--- config.mk ---
export PLATFORM = sky130hd
export DESIGN_NAME = v_mul_ctrl
export DESIGN_NICKNAME = d
export VERILOG_FILES = /design/src/rtl/v_mul_pkg.sv /design/src/rtl/v_mul_ctrl_pipe.sv /design/src/rtl/v_mul_ctrl.sv
export SDC_FILE = /design/constraint.sdc
export NUM_CORES = 1
export LEC_CHECK = 0
export ABC_AREA = 1
export BUFFER_PORTS_ARGS = -buffer_cell sky130_fd_sc_hd__buf_2
export CAP_MARGIN = 20
export CORE_ASPECT_RATIO = 2
export CORE_UTILIZATION = 39
export CTS_CLUSTER_DIAMETER = 100
export CTS_CLUSTER_SIZE = 25
export DETAILED_ROUTE_END_ITERATION = 16
export PLACE_DENSITY = 0.84
export SETUP_SLACK_MARGIN = 0.3
export SLEW_MARGIN = 15
export SYNTH_ARGS = -nofsm -noshare
export SYNTH_HDL_FRONTEND = slang
export SYNTH_HIERARCHICAL = 1
export SYNTH_SLANG_ARGS = --single-unit
--- constraint.sdc ---
create_clock -name clk -period 2.3 [get_ports clk]
set_input_delay 0.23 -clock clk [delete_from_list [all_inputs] [get_ports clk]]
set_output_delay 0.23 -clock clk [all_outputs]
set_load 0.005 [all_outputs]
--- src/rtl/v_mul_pkg.sv ---
// Shared types, SEW encodings and defaults for the vector multiply controller.
// Latency: none, declarations only.
// Backpressure: none, declarations only.
package v_mul_pkg;

  typedef enum logic [1:0] {
    ST_IDLE  = 2'd0,
    ST_ISSUE = 2'd1,
    ST_DRAIN = 2'd2,
    ST_FIN   = 2'd3
  } state_e;

  localparam logic [2:0] SEW8  = 3'b000;
  localparam logic [2:0] SEW16 = 3'b001;
  localparam logic [2:0] SEW32 = 3'b010;

  localparam int MUL_LAT_DEF = 4;
  localparam int MAX_VL_DEF  = 32;

  // Words touched by vl elements of (8 << sh) bits. 8 bits hold 32 << 2 plus
  // the round-up term, so nothing is truncated.
  function automatic logic [7:0] word_count(input logic [7:0] vl8, input logic [1:0] sh);
    logic [7:0] nbytes;
    nbytes = vl8 << sh;
    return (nbytes + 8'd3) >> 2;
  endfunction

  function automatic logic sew_legal(input logic [2:0] sew);
    return sew <= SEW32;
  endfunction

endpackage

--- src/rtl/v_mul_ctrl_pipe.sv ---
// In-flight tracker: shifts {valid, word index} alongside the multiplier.
// Latency: MUL_LAT cycles from in_vld_i to out_vld_o.
// Backpressure: none; one entry may enter per cycle and the line never stalls.
module v_mul_ctrl_pipe #(
  parameter int MUL_LAT = 4,
  parameter int AW      = 5
) (
  input  logic          clk,
  input  logic          nrst,
  input  logic          in_vld_i,
  input  logic [AW-1:0] in_idx_i,
  output logic          out_vld_o,
  output logic [AW-1:0] out_idx_o
);

  logic [MUL_LAT-1:0] vld_q;
  logic [AW-1:0]      idx_q [MUL_LAT];

  // Shift line; a reset drops every in-flight word so no stale write escapes.
  always_ff @(posedge clk) begin
    if (!nrst) begin
      vld_q <= '0;
      for (int k = 0; k < MUL_LAT; k++) idx_q[k] <= '0;
    end else begin
      vld_q[0] <= in_vld_i;
      idx_q[0] <= in_idx_i;
      for (int k = 1; k < MUL_LAT; k++) begin
        vld_q[k] <= vld_q[k-1];
        idx_q[k] <= idx_q[k-1];
      end
    end
  end

  assign out_vld_o = vld_q[MUL_LAT-1];
  assign out_idx_o = idx_q[MUL_LAT-1];

endmodule

--- src/rtl/v_mul_ctrl.sv ---
// Vector multiply sequencer: reads N operand words, feeds an external multiplier, writes results.
// Latency: word i written 1+MUL_LAT cycles after its read; done one cycle after the last write.
// Backpressure: none; reads issue back to back and start is ignored while busy. Macro VMUL_CTRL_MASK_EN adds the mask port.
module v_mul_ctrl
  import v_mul_pkg::*;
#(
  parameter int  MUL_LAT = MUL_LAT_DEF,
  parameter int  MAX_VL  = MAX_VL_DEF,
  localparam int AW      = $clog2(MAX_VL)
) (
  input  logic          clk,
  input  logic          nrst,
  input  logic          start,
  input  logic [AW:0]   vl,
  input  logic [2:0]    sew,
  output logic          rd_en,
  output logic [AW-1:0] rd_addr,
  input  logic [31:0]   rd_data_a,
  input  logic [31:0]   rd_data_b,
  output logic [31:0]   mul_op_a,
  output logic [31:0]   mul_op_b,
  output logic [2:0]    mul_sew,
  output logic          mul_is_mul,
  input  logic [31:0]   mul_result,
  output logic          wr_en,
  output logic [AW-1:0] wr_addr,
  output logic [3:0]    wr_be,
  output logic [31:0]   wr_data,
`ifdef VMUL_CTRL_MASK_EN
  input  logic [31:0]   mask,
`endif
  output logic          busy,
  output logic          done,
  output logic          err
);

  state_e        state_q, state_d;
  logic [AW-1:0] idx_q, idx_d;
  logic [7:0]    n_q, n_d;
  logic [AW:0]   vl_q, vl_d;
  logic [2:0]    sew_q, sew_d;
  logic          err_q, err_d;
  logic          op_vld_q;
  logic [AW-1:0] op_idx_q;
`ifdef VMUL_CTRL_MASK_EN
  logic [31:0]   mask_q, mask_d;
`endif

  logic          pipe_vld;
  logic [AW-1:0] pipe_idx;
  logic [3:0]    be_raw;
  logic [AW+1:0] byte_pos;
  logic [AW+1:0] elem;
  logic [AW+1:0] vl_ext;

  // Control registers plus the one-cycle read-return stage that qualifies operands.
  always_ff @(posedge clk) begin
    if (!nrst) begin
      state_q  <= ST_IDLE;
      idx_q    <= '0;
      n_q      <= '0;
      vl_q     <= '0;
      sew_q    <= '0;
      err_q    <= 1'b0;
      op_vld_q <= 1'b0;
      op_idx_q <= '0;
`ifdef VMUL_CTRL_MASK_EN
      mask_q   <= '0;
`endif
    end else begin
      state_q  <= state_d;
      idx_q    <= idx_d;
      n_q      <= n_d;
      vl_q     <= vl_d;
      sew_q    <= sew_d;
      err_q    <= err_d;
      op_vld_q <= rd_en;
      op_idx_q <= rd_addr;
`ifdef VMUL_CTRL_MASK_EN
      mask_q   <= mask_d;
`endif
    end
  end

  // Next state and control outputs; zero-length or illegal-width jobs go straight to FIN.
  always_comb begin
    state_d    = state_q;
    idx_d      = idx_q;
    n_d        = n_q;
    vl_d       = vl_q;
    sew_d      = sew_q;
    err_d      = err_q;
`ifdef VMUL_CTRL_MASK_EN
    mask_d     = mask_q;
`endif
    rd_en      = 1'b0;
    rd_addr    = '0;
    done       = 1'b0;
    err        = 1'b0;
    busy       = (state_q != ST_IDLE);
    mul_is_mul = 1'b0;
    mul_sew    = '0;

    case (state_q)
      ST_IDLE: begin
        if (start) begin
          mul_is_mul = 1'b1;
          mul_sew    = sew;
          vl_d       = vl;
          sew_d      = sew;
          n_d        = word_count(8'(vl), sew[1:0]);
          err_d      = !sew_legal(sew);
          idx_d      = '0;
`ifdef VMUL_CTRL_MASK_EN
          mask_d     = mask;
`endif
          if (sew_legal(sew) && (vl != '0)) state_d = ST_ISSUE;
          else                              state_d = ST_FIN;
        end
      end
      ST_ISSUE: begin
        mul_is_mul = 1'b1;
        mul_sew    = sew_q;
        rd_en      = 1'b1;
        rd_addr    = idx_q;
        idx_d      = idx_q + AW'(1);
        if (8'(idx_q) == n_q - 8'd1) state_d = ST_DRAIN;
      end
      ST_DRAIN: begin
        mul_is_mul = 1'b1;
        mul_sew    = sew_q;
        if (pipe_vld && (8'(pipe_idx) == n_q - 8'd1)) state_d = ST_FIN;
      end
      ST_FIN: begin
        mul_is_mul = 1'b1;
        mul_sew    = sew_q;
        done       = 1'b1;
        err        = err_q;
        state_d    = ST_IDLE;
      end
      default: state_d = ST_IDLE;
    endcase
  end

  v_mul_ctrl_pipe #(
    .MUL_LAT (MUL_LAT),
    .AW      (AW)
  ) u_pipe (
    .clk       (clk),
    .nrst      (nrst),
    .in_vld_i  (op_vld_q),
    .in_idx_i  (op_idx_q),
    .out_vld_o (pipe_vld),
    .out_idx_o (pipe_idx)
  );

  // Byte enables for the word leaving the pipe: bytes of elements past vl (or masked off) stay untouched.
  always_comb begin
    be_raw   = '0;
    byte_pos = '0;
    elem     = '0;
    vl_ext   = {1'b0, vl_q};
    for (int j = 0; j < 4; j++) begin
      byte_pos  = {pipe_idx, 2'(j)};
      elem      = byte_pos >> sew_q[1:0];
      be_raw[j] = (elem < vl_ext);
`ifdef VMUL_CTRL_MASK_EN
      be_raw[j] = be_raw[j] & mask_q[elem[AW-1:0]];
`endif
    end
  end

  // Operands pass straight through only in the cycle the read data returns; writes mirror the pipe head.
  always_comb begin
    mul_op_a = op_vld_q ? rd_data_a : '0;
    mul_op_b = op_vld_q ? rd_data_b : '0;
    wr_en    = pipe_vld;
    wr_addr  = pipe_vld ? pipe_idx   : '0;
    wr_data  = pipe_vld ? mul_result : '0;
    wr_be    = pipe_vld ? be_raw     : '0;
  end

endmodule

### After elaboration in Yosys (flattened, before gate mapping)

Memory sizes are Yosys's and may differ from the RTL's.
Cells that the tools add are included.

| storage, ports and cells | value |
|---|---|
| register bits after elaboration | 33 |
| memory bits (writable) | 20 |
| memories | 1 |

| cells by class | value |
|---|---|
| add/subtract/negate cells | 3 |
| $lt $le $gt $ge | 5 |
| equality and inequality tests | 8 |
| shift-type cells | 5 |
| multiplexer cells | 26 |
| bitwise logic cells | 4 |
| reduce and logical (&&, ||, !) cells | 11 |

Memory list:

| name | depth | bits a word | rd ports | clocked after Yosys merged registers in | write ports | line | text |
|---|---|---|---|---|---|---|---|
| u_pipe.idx_q | 4 | 5 | 4 | 0 | 4 | v_mul_ctrl_pipe.sv:17 | `logic [AW-1:0] idx_q [MUL_LAT];` |

Operators by type and width:

| cell | number |
|---|---|
| 2-to-1 mux 32 bit | 3 |
| 2-to-1 mux 5 bit | 7 |
| < comparator 7 x 6 -> 1 bit | 4 |
| right shift 7 x 2 -> 7 bit | 4 |
| == test 5 x 8 -> 1 bit | 2 |
| case mux 5 bit (2 select lines) | 1 |
| adder 8 x 2 -> 8 bit, second input constant | 1 |
| 2-to-1 mux 2 bit | 4 |
| case mux 2 bit (4 select lines) | 1 |
| left shift 6 x 2 -> 8 bit | 1 |
| subtractor 6 x 1 -> 7 bit, second input constant | 1 |
| 2-to-1 mux 1 bit | 6 |
| != test 2 bit, second input constant | 3 |
| case mux 3 bit (2 select lines) | 1 |
| nonzero test 6 bit | 1 |
| adder 5 x 1 -> 5 bit, second input constant | 1 |
| == test 2 bit, second input constant | 2 |
| 2-to-1 mux 4 bit | 1 |
| bitwise OR 1 bit | 4 |
| AND reduction 2 bit | 2 |
| nonzero test 2 bit | 2 |
| less-or-equal comparator 3 x 2 -> 1 bit, second input constant | 1 |
| 2-to-1 mux 3 bit | 1 |
| AND reduction 3 bit | 1 |
| 6 further kinds | 7 |

### Depth between registers and ports, before layout

Gate-level depths: netlist of run 1.

| depth | value |
|---|---|
| depth after elaboration | 5 |
| mapped depth | 15 |

### Cells and area by module

Netlist of run 1, hierarchy kept.

Modules (own cells, without submodules):

| module | instances | cells each | area each (sq um) |
|---|---|---|---|
| v_mul_ctrl | 1 | 535 | 2825.2 |
| v_mul_ctrl_pipe | 1 | 74 | 683.2 |

### Least setup slack after synthesis of run 1

Ideal clock, no wire load.

| timing | value |
|---|---|
| kind | reg-to-output |
| start point | register sew_q[0] |
| end point | output port wr_be[1] |
| arrival | 1.735 ns |
| setup slack | 0.335 ns |
| stages on the path, launching flop included | 16 |
| path buffers | 1 |
| cells stage by stage | dfxtp_1 buf_2 nand2_1 o21ai_1 inv_1 nand2_1 o21ai_0 ha_1 nand2_1 inv_1 nand2_1 nand2_1 nand2_1 inv_1 or2_1 a31oi_1 |

| between the ends | value |
|---|---|
| longest elaborated chain between the ends | 3 |

RTL lines:

| item | line | text |
|---|---|---|
| from (decl) | v_mul_ctrl.sv:41 | `logic [2:0] sew_q, sew_d;` |
| from (signal assigned) | v_mul_ctrl.sv:75 | `sew_q <= sew_d;` |
| right shift 7 x 2 -> 7 bit | v_mul_ctrl.sv:165 | `elem = byte_pos >> sew_q[1:0];` |
| < comparator 7 x 6 -> 1 bit | v_mul_ctrl.sv:166 | `be_raw[j] = (elem < vl_ext);` |
| 2-to-1 mux 4 bit | v_mul_ctrl.sv:180 | `wr_be = pipe_vld ? be_raw : '0;` |
| to (decl) | v_mul_ctrl.sv:27 | `output logic [3:0] wr_be,` |

Every way passes these cells.

==> results of run 1 <==
==> worst paths after layout <==
| path | startpoint | end | slack, ns | cells after the start |
|---|---|---|---|---|
| worst max-delay path | u_pipe/idx_q[3][3] | wr_be[1] | -0.08 | 10 |
| worst min-delay path | vl[2] | vl_q[2] | 0.23 | 3 |
| worst max register to register | n_q[0] | state_q[1] | 0.45 | 14 |
| worst min register to register | u_pipe/idx_q[1][2] | u_pipe/idx_q[2][2] | 0.41 | 2 |
==> flip-flops by register name, indices dropped and copies added (netlist names) <==
| signal | cells |
|---|---|
| idx_q | 5 |
| n_q | 6 |
| op_vld_q | 1 |
| op_idx_q | 5 |
| err_q | 1 |
| u_pipe/vld_q | 4 |
| state_q | 2 |
| u_pipe/idx_q | 20 |
| vl_q | 6 |
| sew_q | 3 |
==> where the power goes <==
part           total, uW  switching (uW)  internal [uW]  leakage (uW)
Combinational       1460             896            569       0.00317
Sequential          1100            96.6           1000      0.000433
Clock                954             333            621     0.0000938
Total               3520            1330           2190       0.00370
==> layout by cell type, fill, tap and decap left out, drive strengths merged <==
cell      synthesis  final
buf               7    236
nand2           210    210
inv             184    184
dfxtp            53     53
nor2             32     32
nand3            26     26
o21ai            26     26
a21oi            16     16
o22ai            13     13
ha               13     13
nand4             6      6
clkbuf           11      5
o211ai            2      2
nor3              2      2
bufinv            0      2
o2111ai           1      1
or2               1      1
a31oi             1      1
o311ai            1      1
nand3b            1      1
clkinvlp          0      1
a211oi            1      1
o21a              1      1
clkinv            1      1
==> per-layer routing <==
metal  up-vias  GRT usage [%]  share of wire (%)
met3        36          3.855                9.5
met2       285          46.12                 49
met5         -              0                  0
li1       2224              -                  -
met1      1936          28.52                 38
met4         0          13.27                4.0
==> through the flow <==
stage / hold slack (ns) / util (%) / instance area (um2) / std cells / TNS (ns)
finish: 0.2304 / 57.39 / 4964 / 935 / -0.1307
global route: 0.2655 / 57.39 / 4964 / 935 / -0.7578
CTS: 0.2315 / 57.22 / 4949 / 934 / -0.06428
detailed placement: 0.3985 / 54.67 / 4728 / 925 / 0
global placement: 0.3924 / 54.67 / 4728 / 925 / 0
floorplan: 0.3235 / - / 3508 / 609 / 0
==> worst max-delay path: cells and delay by family (launching register included) <==
kind	cells	cell delay [ns]
flip-flops	1	0.35
AO/OA/AOI/OAI	5	0.71
AND/OR/NAND/NOR	2	0.33
buffers and inverters	2	0.19
adder cells (fa/ha/maj)	1	0.28
==> cell type report <==
class	instances	share of cell area, %
inverter	185	14.07
multi-input combinational	353	33.68
clock inverter	3	1.311
clock buffer	5	2.521
tap	100	2.521
timing repair buffer	236	24.30
sequential	53	21.60
==> kinds of logic (layout without fill, tap and decap cells) <==
logic type | Yosys count | after routing | share of synthesized area, %
AOI/OAI and AO/OA | 62 | 62 | 10.06
adders and majority gates | 13 | 13 | 4.636
buffers and inverters | 203 | 429 | 22.57
DFF | 53 | 53 | 30.24
and+or+nand+nor | 278 | 278 | 32.49
==> what timing repair did <==
action	CTS	global route
pin swaps	1	1
setup buffers	1	1
gates resized for setup	13	4
setup endpoints to repair	4	5
gates cloned	0	0
==> qor.txt, run 1 <==
Core area: 0.008648 mm2
Syn_area_per_cell: 5.761 um2
Final Setup Violations: 3
Vias per cell: 4.793
Largest area contributor in the netlist: dfxtp_1
Data arrival time of the critical path: 2.15 ns
Initial antenna violation count: 0
RSZ-0062 raised after global routing: yes
Total CTS buffers: 5
Seq/Total Area, Yosys: 30.24%
I/O pin count: 227
Clock sinks: 53
Top-count cell post-synth: nand2_1
Ys Warns: 6
Max-slew headroom: 73.73%
Routed Antenna Nets: 0
Final worst setup slack: -0.08051 ns
Synth unique cells: 31
Post-synth EDFFs: 0
Hold buffer count at CTS: 0
Area contributors post-synth: dfxtp_1 (30%), nand2_1 (22%), inv_1 (19%)
H-tree depth: 2
First-pass GRT wire length: 18820 um
Req. time, crit path: 2.07 ns
Detail Placement HPWL: 9997 um
Die span in x: 69.07 um
Setup CP Type: reg -> out
Final hold viol count: 0
Worst Tran Pin Value: 0.3937 ns
Clk buf depth: 2
Largest net degree at the start of global routing: 37
CP Launch Type: register
GRT overflow: 0
Die height: 136.1 um
Seq. cell area: 0.001072 mm2
Min cycle time layout: 2.381 ns
I/O Buffers: 226
Number of global-route vias before repair: 4127
Post-synthesis async set-or-reset flop share: 0%
Crit share post-route: 103.5%
Worst Setup End Kind: output port
CTS tree: built
Pre-CTS setup slack: 0.1041 ns
# diodes: 0
Die Area: 0.009402 mm2
Routed len/inst: 13.16 um
Crit-path max FO: 4
Insertion delay to the later sink of the worst-skew pair: 0.29 ns
Lkg Pwr: 0.003696 uW
Total chip power: 3519 uW
Mapped Area: 0.003508 mm2
Cell Chain, Critical Path: inv_1 > nand2_1 > o21ai_1 > o21ai_0 > ha_1 > a21oi_1 > o2111ai_2 > or2_1 > a31oi_1 > buf_2
Max-capacitance violation count: 0
Slowest cell on the critical path: dfxtp_2
Final GP Congestion: 0.9495
Synth Net Count: 730
Vias: 4481
Worst hold path class: in -> reg
Worst VDD drop: 419.5 uV
Initial DRC count: 275
Synth Register Bits: 53
Top cell type's share of synthesized area: 30.24%
Area of the multi-input gates: 0.001672 mm2
DRC Markers: 0
Top_reg_cell synth: dfxtp_1
Final wirelength: 12300 um
Post-synth top cells: nand2_1 (206), inv_1 (179), dfxtp_1 (53)
Outcome: complete, but fails checks
Clock slew seen by the registers of the worst setup and hold paths: 0.06 ns
Mapped Cells: 609
Max Clock Freq: 420.1 MHz
Layout cells sized above 1: 32.81%
Fin nets: 955
Total GRT Usage: 25.54%
Layout Area Growth over Synthesis: 41.48%
TritonRoute pass-1 iters: 5
Slowest cell delay on critical path: 0.35 ns
Clk_skew: 0.003044 ns
PD cells: 709.0 mW/mm2
Initial Utilization: 40.57%
Failing checks: setup timing
Root buffer cell: clkbuf_16
Slew Viols, Final: 0
FILL cells: 851
Row count: 48
Note: power is estimated with default switching activity, not from simulation.
==> run 2, diff against run 1 <==
--- a/config.mk
+++ b/config.mk
@@ -5,7 +5,6 @@
 export SDC_FILE = /design/constraint.sdc
 export NUM_CORES = 1
 export LEC_CHECK = 0
-export ABC_AREA = 1
 export BUFFER_PORTS_ARGS = -buffer_cell sky130_fd_sc_hd__buf_2
 export CAP_MARGIN = 20
 export CORE_ASPECT_RATIO = 2
@@ -13,7 +12,7 @@
 export CTS_CLUSTER_DIAMETER = 100
 export CTS_CLUSTER_SIZE = 25
 export DETAILED_ROUTE_END_ITERATION = 16
-export PLACE_DENSITY = 0.84
+export PLACE_DENSITY = 0.85
 export SETUP_SLACK_MARGIN = 0.3
 export SLEW_MARGIN = 15
 export SYNTH_ARGS = -nofsm -noshare
==> run 2 against run 1 <==
  * The flow still finishes with violations (setup timing)
  * Clock-buffer cell count rose by 1
  * Sequential cell count unchanged
  * Sequential share of layout area is 0.72 points higher
  * Core utilization grew 1.0 points
  * Sequential power is essentially flat
  * Wire length fell by 0.80%
  * Die area decreased by 4.7%
  * Final cell count shrank 22%
  * First-iteration DRC count down 35%
  * Worst hold slack worse by 0.041 ns
  * Register-to-register slack worse by 0.18 ns
  * Non-clock buffer count is 1 higher
  * Highest routed layer unchanged
==> qor.txt, run 2 <==
Setup CP Type: reg -> out (unchanged)
Worst hold path class: in -> reg (unchanged)
I/O Buffers: 226 (unchanged)
Die Area: 0.008956 mm2 (was 0.009402 mm2)
Critical path buffers and inverters: 1 (was 2)
Final worst setup slack: -0.06309 ns (was -0.08051 ns)
Seq/Total Area, Yosys: 31.78% (was 30.24%)
Area contributors post-synth: dfxtp_1 (32%), and2_1 (22%), ha_1 (4.9%) (was dfxtp_1 (30%), nand2_1 (22%), inv_1 (19%))
Seq. cell area: 0.001081 mm2 (was 0.001072 mm2)
Largest area contributor in the netlist: dfxtp_1 (unchanged)
Mapped Cells: 409 (was 609)
Row count: 47 (was 48)
CTS tree: built (unchanged)
Setup TNS: -0.08375 ns (was -0.1307 ns)
Failing checks: setup timing (unchanged)
Max-slew headroom: 65.98% (was 73.73%)
Clock slew seen by the registers of the worst setup and hold paths: 0.07 ns (was 0.06 ns)
Most frequent cells in the layout: buf_2 (226), and2_1 (115), dfxtp_1 (45) (was buf_2 (226), nand2_1 (205), inv_1 (177))
Top cell type's share of synthesized area: 31.78% (was 30.24%)
Clock sinks: 53 (unchanged)
Layout Area Growth over Synthesis: 45.09% (was 41.48%)
Routed len/inst: 16.83 um (was 13.16 um)
Largest Register: u_pipe/idx_q (unchanged)
Mapped Area: 0.003338 mm2 (was 0.003508 mm2)
Synth Net Count: 530 (was 730)
Final Util: 58.41% (was 57.39%)
Largest register FFs: 20 (unchanged)
Total GRT Usage: 27.90% (was 25.54%)
Die span in x: 67.42 um (was 69.07 um)
Worst Setup End Kind: output port (unchanged)
Max-capacitance violation count: 0 (unchanged)
H-tree depth: 2 (unchanged)
Commonest non-fill, non-tap cell in the layout: buf_2 (unchanged)
CP Launch Type: register (unchanged)
Clk pwr share: 25.1% (was 27.1%)
Crit share post-route: 102.7% (was 103.5%)
Initial Utilization: 40.26% (was 40.57%)
Clk_skew: 0.004328 ns (was 0.003044 ns)
First-pass GRT wire length: 18310 um (was 18820 um)
Sw Ratio: 35.17% (was 37.66%)
Largest net degree at the start of global routing: 66 (was 37)
Post-synthesis async set-or-reset flop share: 0% (unchanged)
Worst hold start: sew[2] (was vl[2])
Syn_area_per_cell: 8.162 um2 (was 5.761 um2)
Cell Chain, Critical Path: mux2_4 > nand2_1 > o21ai_1 > ha_1 > a21o_1 > a21oi_2 > nor2_1 > nor3_2 > buf_2 (was inv_1 > nand2_1 > o21ai_1 > o21ai_0 > ha_1 > a21oi_1 > o2111ai_2 > or2_1 > a31oi_1 > buf_2)
Req. time, crit path: 2.07 ns (about the same)
Number of global-route vias before repair: 3665 (was 4127)
Worst Tran Pin Value: 0.5065 ns (was 0.3937 ns)
Detail Placement HPWL: 9481 um (was 9997 um)
Insertion delay to the later sink of the worst-skew pair: 0.29 ns (about the same)
Critical path's top delay family: flip-flops (was compound AO/OA/AOI/OAI gates)
Total chip power: 3338 uW (was 3519 uW)
Biggest registers after layout: u_pipe/idx_q x20, n_q x6, vl_q x6 (unchanged)
P_int: 2164 uW (was 2194 uW)
RSZ-0062 raised after global routing: yes (unchanged)
Min cycle time layout: 2.363 ns (was 2.381 ns)
PD cells: 689.2 mW/mm2 (was 709.0 mW/mm2)
Worst hold slack: 0.1895 ns (was 0.2304 ns)
Area of the multi-input gates: 0.002198 mm2 (was 0.001672 mm2)
Final Setup Violations: 2 (was 3)
Ys Warns: 6 (unchanged)
DRC Markers: 0 (unchanged)
Max Clock Freq: 423.2 MHz (was 420.1 MHz)
Lkg Pwr: 0.002609 uW (was 0.003696 uW)
Die height: 132.8 um (was 136.1 um)
Slowest cell delay on critical path: 0.38 ns (was 0.35 ns)
Synth unique cells: 43 (was 31)
Flop pwr share: 33.2% (was 31.3%)
Slew Viols, Final: 0 (unchanged)
FILL cells: 742 (was 851)
R2r endpoint: state_q[1] (unchanged)
Routed Antenna Nets: 0 (unchanged)
Fin nets: 747 (was 955)
Data arrival time of the critical path: 2.13 ns (was 2.15 ns)
Total CTS buffers: 5 (unchanged)
Root buffer cell: clkbuf_16 (unchanged)
Top-count cell post-synth: and2_1 (was nand2_1)
Hold depth: 2 (was 3)
Pre-CTS setup slack: 0.09649 ns (was 0.1041 ns)
Core area: 0.008292 mm2 (was 0.008648 mm2)
Vias per cell: 5.222 (was 4.793)
WHS Endpoint: sew_q[2] (was vl_q[2])
Crit-path max FO: 5 (was 4)
Slowest cell on the critical path: dfxtp_4 (was dfxtp_2)
Vias: 3786 (was 4481)
Post-synth top cells: and2_1 (115), dfxtp_1 (53), clkbuf_1 (23) (was nand2_1 (206), inv_1 (179), dfxtp_1 (53))
Final hold viol count: 0 (unchanged)
Outcome: complete, but fails checks (unchanged)
Logic pwr share: 41.7% (was 41.6%)
Flop2flop setup slack: 0.27 ns (was 0.45 ns)
GRT overflow: 0 (unchanged)
Post-synth EDFFs: 0 (unchanged)
RR Startpoint: n_q[2] (was n_q[0])
Initial antenna violation count: 0 (unchanged)
Synth Register Bits: 53 (unchanged)
R2R depth: 6 (was 14)
Layout cells sized above 1: 46.57% (was 32.81%)
Initial DRC count: 178 (was 275)
TritonRoute pass-1 iters: 4 (was 5)
Clk buf depth: 2 (unchanged)
Top_reg_cell synth: dfxtp_1 (unchanged)
Final GP Congestion: 0.9081 (was 0.9495)
Final wirelength: 12200 um (was 12300 um)
Worst VDD drop: 472.0 uV (was 419.5 uV)
I/O pin count: 227 (unchanged)
# diodes: 0 (unchanged)
Psw: 1174 uW (was 1326 uW)
-- run 2: cell type report --
| cell class | count | area share (%) |
|---|---|---|
| repair buffers | 237 | 25.06 |
| well taps | 98 | 2.532 |
| inverters | 16 | 1.240 |
| clock buffers | 6 | 2.661 |
| multi-input cells | 313 | 45.39 |
| clock inverters | 2 | 0.8008 |
| flip-flops and latches | 53 | 22.32 |
-- run 2: how the worst max path moves through the flow --
stage                  start        to  slack (ns)  depth (start not counted)
finish              sew_q[1]  wr_be[1]       -0.06                          9
floorplan           sew_q[1]  wr_be[1]        0.30                          9
detailed placement  sew_q[1]  wr_be[1]         0.1                          9
global route        sew_q[1]  wr_be[1]       -0.17                          8
global placement    sew_q[1]  wr_be[1]        0.14                          9
CTS                 sew_q[1]  wr_be[1]        0.01                          8
-- run 2: worst register-to-register path, cell delays in order, from the launching register on --
cell and delay, ns:
dfxtp_4 0.35, or3_4 0.39, o31a_1 0.38, nor4_4 0.30, a32oi_2 0.18, o211ai_1 0.21
o31ai_1 0.10
-- run 2: through the flow --
stage	std cells	instance area, um2
detailed placement	711	4512
floorplan	409	3342
CTS	723	4770
finish	725	4843
global placement	711	4512
global route	725	4843
-- run 2: timing repair --
action,4_1_cts,5_1_grt
setup endpoints to repair,6,7
gates resized for setup,17,16
pin swaps,8,8
hold buffers,0,0
setup buffers,4,2
-- run 2: logic make-up (layout without fill, tap and decap cells) --
family                     count (synthesis)  after routing  synth area share [%]
adders and majority gates                 13             13                 4.873
AOI/OAI and AO/OA                         57             57                 11.73
xor gates and xnor gates                  20             20                 5.247
DFF                                       53             53                 31.78
buffers and inverters                     43            261                 5.322
muxes                                     13             13                 4.385
and+or+nand+nor                          210            210                 36.66
-- run 2: per-layer routing --
layer | vias to the layer above | part of all wire (%) | GRT usage [%]
met4 | 0 | 3.4 | 12.29
met2 | 276 | 48 | 46.94
met5 | - | 0 | 2.500
met1 | 1704 | 37 | 31.68
li1 | 1778 | - | -
met3 | 28 | 12 | 7.155
-- run 2: power by group through the flow --
stage / combinational (uW) / clock (uW) / sequential [uW]
2_1_floorplan: 802 / 0 / 1070
3_3_place_gp: 1200 / 0 / 1110
3_5_place_dp: 1230 / 0 / 1120
4_1_cts: 1310 / 847 / 1100
5_1_grt: 1530 / 892 / 1120
6_report: 1390 / 838 / 1110
